$ cat src/rtl/ks_serial_wide_adder.sv
`default_nettype none
// ============================================================================
// Module   : ks_serial_wide_adder (with 8-bit Kogge-Stone core ks_adder8)
// Function : NBYTES-wide adder, one byte per cycle through one KS core.
//            KS_SIGNED_OVF_EN enables the signed overflow flag.
// Revision : 1.0 - initial release
// ============================================================================

module ks_adder8 (
  input  logic [7:0] a,
  input  logic [7:0] b,
  input  logic       cin,
  output logic [8:0] s,
  output logic [7:0] c
);
  logic [7:0] w_g0, w_p0, w_g1, w_p1, w_g2, w_p2, w_g3;

  // cin is folded into bit 0's generate, so each prefix G[i] is the carry out of bit i
  assign w_p0 = a ^ b;
  assign w_g0 = (a & b) | {7'b0, w_p0[0] & cin};
  assign w_g1 = w_g0 | (w_p0 & {w_g0[6:0], 1'b0});
  assign w_p1 = w_p0 & {w_p0[6:0], 1'b0};
  assign w_g2 = w_g1 | (w_p1 & {w_g1[5:0], 2'b0});
  assign w_p2 = w_p1 & {w_p1[5:0], 2'b0};
  assign w_g3 = w_g2 | (w_p2 & {w_g2[3:0], 4'b0});

  assign c = {w_g3[6:0], cin};
  assign s = {w_g3[7], w_p0 ^ c};
endmodule

module ks_serial_wide_adder #(
  parameter int NBYTES = 4
) (
  input  logic                clk,
  input  logic                rst,
  input  logic                in_valid,
  output logic                in_ready,
  input  logic [8*NBYTES-1:0] a,
  input  logic [8*NBYTES-1:0] b,
  input  logic                cin,
  output logic                out_valid,
  input  logic                out_ready,
  output logic [8*NBYTES-1:0] sum,
  output logic                cout,
  output logic                ovf,
  output logic                busy
);
  localparam int c_W  = 8 * NBYTES;
  localparam int c_KW = (NBYTES > 1) ? $clog2(NBYTES) : 1;
  localparam logic [c_KW-1:0] c_KLAST = c_KW'(NBYTES - 1);
  localparam logic [c_KW-1:0] c_KONE  = c_KW'(1);

  typedef enum logic [1:0] {
    S_IDLE = 2'd0,
    S_RUN  = 2'd1,
    S_DONE = 2'd2
  } state_t;

  state_t            r_state, w_state_nxt;
  logic [c_W-1:0]    r_a, r_b;
  logic [c_KW-1:0]   r_k;
  logic              r_carry;
  logic              r_cout;
  logic [7:0]        r_sum_b [NBYTES];
  logic [8:0]        w_s;

`ifdef KS_SIGNED_OVF_EN
  logic [7:0]        w_c;
  logic              r_ovf;
`endif

  ks_adder8 u_core (
    .a   (r_a[7:0]),
    .b   (r_b[7:0]),
    .cin (r_carry),
    .s   (w_s),
`ifdef KS_SIGNED_OVF_EN
    .c   (w_c)
`else
    .c   ()
`endif
  );

  always_ff @(posedge clk) begin
    if (rst) r_state <= S_IDLE;
    else     r_state <= w_state_nxt;
  end

  always_comb begin
    w_state_nxt = r_state;
    unique case (r_state)
      S_IDLE:  if (in_valid)       w_state_nxt = S_RUN;
      S_RUN:   if (r_k == c_KLAST) w_state_nxt = S_DONE;
      S_DONE:  if (out_ready)      w_state_nxt = S_IDLE;
      default:                     w_state_nxt = S_IDLE;
    endcase
  end

  assign in_ready  = (r_state == S_IDLE);
  assign out_valid = (r_state == S_DONE);
  assign busy      = (r_state != S_IDLE);

  // Operands shift down a byte per RUN cycle so the core always sees bits [7:0]
  always_ff @(posedge clk) begin
    if (r_state == S_IDLE && in_valid) begin
      r_a <= a;
      r_b <= b;
    end else if (r_state == S_RUN) begin
      r_a <= r_a >> 8;
      r_b <= r_b >> 8;
    end
  end

  always_ff @(posedge clk) begin
    if (rst) begin
      r_k     <= '0;
      r_carry <= 1'b0;
      r_cout  <= 1'b0;
`ifdef KS_SIGNED_OVF_EN
      r_ovf   <= 1'b0;
`endif
    end else if (r_state == S_IDLE && in_valid) begin
      r_k     <= '0;
      r_carry <= cin;
    end else if (r_state == S_RUN) begin
      r_k     <= r_k + c_KONE;
      r_carry <= w_s[8];
      if (r_k == c_KLAST) begin
        r_cout <= w_s[8];
`ifdef KS_SIGNED_OVF_EN
        r_ovf  <= w_c[7] ^ w_s[8];
`endif
      end
    end
  end

  for (genvar i = 0; i < NBYTES; i++) begin : g_byte
    always_ff @(posedge clk) begin
      if (rst)
        r_sum_b[i] <= 8'h00;
      else if (r_state == S_RUN && r_k == c_KW'(i))
        r_sum_b[i] <= w_s[7:0];
    end
    assign sum[8*i +: 8] = r_sum_b[i];
  end

  assign cout = r_cout;
`ifdef KS_SIGNED_OVF_EN
  assign ovf = r_ovf;
`else
  assign ovf = 1'b0;
`endif

endmodule
`default_nettype wire
$ cat config.mk
export PLATFORM = sky130hd
export DESIGN_NAME = ks_serial_wide_adder
export DESIGN_NICKNAME = d
export VERILOG_FILES = /design/src/rtl/ks_serial_wide_adder.sv
export SDC_FILE = /design/constraint.sdc
export NUM_CORES = 1
export LEC_CHECK = 0
export ABC_AREA = 1
export BUFFER_PORTS_ARGS = -buffer_cell sky130_fd_sc_hd__buf_4
export CAP_MARGIN = 5
export CORE_ASPECT_RATIO = 1.75
export CORE_MARGIN = 2
export CORE_UTILIZATION = 35
export DETAILED_ROUTE_END_ITERATION = 8
export REMOVE_ABC_BUFFERS = 1
export SETUP_SLACK_MARGIN = 0.2
export SLEW_MARGIN = 40
export SYNTH_ARGS = -nofsm -noshare
export SYNTH_HDL_FRONTEND = slang
export SYNTH_SLANG_ARGS = --single-unit
$ cat constraint.sdc
create_clock -name clk -period 7.97 [get_ports clk]
set_clock_uncertainty 0.05 [all_clocks]
set_input_delay 1.9925 -clock clk [delete_from_list [all_inputs] [get_ports clk]]
set_output_delay 1.9925 -clock clk [all_outputs]
set_load 0.03 [all_outputs]
==> results.toml <==
[worst_setup_path]
cp_max_fo = 67
rr_startpoint = "r_state[0]$_SDFFE_PP0P_"
worstPathArrival_ns = 3.71
critPathKind = "input port to flip-flop"
required_ns = 8.01
start_kind = "input port"
endpoint_kind = "flip-flop"
critPathLaunch = "in_valid"

[clock_tree]
cts_tree = "done"
cts_htree_levels = 3
ctsHoldBuffers = 0
cts_made_buffers = 9
post_cts_buffers = 0
root_buffer = "clkbuf_16"
clkSinkCount = 102
cts.clk_slew.worst_paths_ns = 0.07
clkLatencyLatePin_ns = 0.35
cts_resized = 0
cts_buffer_depth = 2

[logic_synthesis]
synth_edf_count = 96
yosysMostFrequentCell = "nand2_1"
ys_seq_elements = 102
syn_area_um2 = 4580
synth_cell_types = 25
post-synth-top-area-cell = "edfxtp_1"
synthTopCellsByArea = "edfxtp_1 (63%), nand2_1 (15%), nor2_1 (4.3%)"
async_flop_share_pct = 0
synth_top_area_share_pct = 62.9
synth_ff_type = "edfxtp_1"
postSynthCellCount = 439
syn-mean-instance-area_um2 = 10.4
yosys_warnings = 0
yosys-top-cells-count = "nand2_1 (187), edfxtp_1 (96), nor2_1 (52), inv_1 (39), ha_1 (11)"
synth-seq-area-share_pct = 65.5

[route]
routedWlPerCell_um = 11.6
drc = 0
vias_per_cell = 4.35
first_pass_iters = 4
wirelength_um = 8360
ant_nets = 0
num_vias = 3122
drt_iter0_drc = 130

[global_routing]
grt_max_degree = 68
first_global_vias = 2996
grt_pass1_wl_um = 13300
grt_overflow = 0
antenna_found_initial = 0
groute.usage.overall_pct = 12.1

[timing]
fmaxAchievable_ghz = 0.273
slew_headroom_pct = 46.1
rsz0062_at_grt = "no"
min_period_over_period_pct = 46.0
setup_tns_ns = 0
maxSlewViolCount = 0
worst_slew_pin_slew_ns = 0.809
setup_viol = 0
post-route-min-period_ns = 3.67
hold_viol_final = 0

[min_path]
min-delay-start = "cout$_SDFFE_PP0P_"
hold_path_class = "flip-flop to flip-flop"

[layout]
areaGrowthSynthToFinish_pct = 25.7
fin_util_pct = 44.8
insertedDiodeCount = 0
fin_nets = 624
fillers = 1219
drive_above_1_share_pct = 24.7

[place]
place_hpwl_um = 5950
gp_congestion = 0.730
port_buffers = 104

[floorplanning]
die-height_um = 155
io_pins = 106
core_um2 = 12900
die-area_um2 = 14100
rows = 55
die_w_um = 90.5
start_util_pct = 35.6

[power_and_ir_drop]
power.density_nw_per_um2 = 232
p_leak_nw = 2.69
peakVddDrop_mv = 0.102

[run_status]
status = "complete, no violations"

[job]
drv_cap = 0
==> through the flow <==
stage	worst slack [ns]	hold slack (ns)	area (um^2)	cells	total power (W)
global placement	4.21	0.411	5480	702	0.000927
global route	4.08	0.466	5760	718	0.00140
floorplan	3.69	0.443	4470	426	0.000838
CTS	4.58	0.428	5760	718	0.00135
finish	4.30	0.424	5760	718	0.00134
detailed placement	4.19	0.418	5480	702	0.000934
==> sequential cells by signal, summed over array words and instances (netlist names) <==
signal,count
r_k,2
r_carry,1
r_sum_b,32
r_state,2
cout,1
r_a,32
r_b,32
==> worst paths after layout <==
| kind | end | slack [ns] | depth (start not counted) |
|---|---|---|---|
| min | cout$_SDFFE_PP0P_ | 0.42 | 2 |
| min reg2reg | cout$_SDFFE_PP0P_ | 0.42 | 2 |
| max | r_a[7]$_DFFE_PP_ | 4.30 | 5 |
| max reg2reg | r_a[7]$_DFFE_PP_ | 5.51 | 5 |
==> where the power goes <==
| group | total [W] | internal (W) | switching, W |
|---|---|---|---|
| sequential | 0.000671 | 0.000655 | 0.0000154 |
| combinational | 0.000250 | 0.0000876 | 0.000162 |
| clock | 0.000418 | 0.000218 | 0.000200 |
==> placed cells by master (no fill, tap or decap) <==
cell type | Yosys | routed
edfxtp_1 | 96 | 96
a211oi_2 | 1 | 1
nand2_4 | 3 | 3
a21oi_1 | 5 | 5
o21a_1 | 1 | 1
ha_1 | 11 | 11
nor3_2 | 1 | 1
nand3_1 | 5 | 5
nand3b_1 | 2 | 2
clkinv_2 | 0 | 1
nand3_2 | 3 | 3
clkbuf_16 | 0 | 9
fa_1 | 2 | 2
nor2_1 | 52 | 52
nand2_2 | 0 | 1
clkinv_4 | 0 | 1
conb_1 | 1 | 1
nor2_4 | 2 | 2
inv_1 | 39 | 39
clkinvlp_4 | 0 | 1
inv_2 | 3 | 2
clkbuf_1 | 0 | 1
inv_8 | 0 | 1
xnor2_1 | 2 | 2
xor2_1 | 2 | 2
inv_6 | 1 | 4
nand2_1 | 187 | 186
dfxtp_1 | 6 | 6
o41ai_1 | 1 | 1
buf_4 | 3 | 105
==> routing by layer <==
| layer | track usage [%] | up-vias | wire [um] |
|---|---|---|---|
| met1 | 11.6 | 1410 | 3070 |
| met4 | 6.74 | 0 | 231 |
| met2 | 22.7 | 93 | 4510 |
| li1 | - | 1603 | - |
| met5 | 0 | - | 0 |
| met3 | 3.39 | 16 | 540 |
==> cell type report <==
cell class              instances  area [um^2]  share of cell area [%]
well taps                     171          214                    3.71
clock inverters                 6         53.8                   0.934
clock buffers                  10          229                    3.97
flip-flops and latches        102         3000                    52.1
repair buffers                105          788                    13.7
inverters                      43          168                    2.91
multi-input cells             281         1310                    22.7
==> critical path, cell delays in order <==
cell,delay (ns)
buf_4,0.12
nand2_4,0.49
clkinv_2,0.76
nand2_1,0.25
nand2_1,0.08
==> kinds of logic (layout without fill, tap and decap cells) <==
family                   count (synthesis)  after routing  share of synthesized area (%)
AO/OA/AOI/OAI                            8              8                           1.17
XOR/XNOR                                 4              4                          0.765
adder cells (fa/ha/maj)                 13             13                           3.88
buffers and inverters                   56            164                           6.03
flip-flops                             102            102                           65.5
other                                    1              1                         0.0818
AND/OR/NAND/NOR                        255            255                           22.5
No activity file was read; power rests on OpenSTA's default activity.
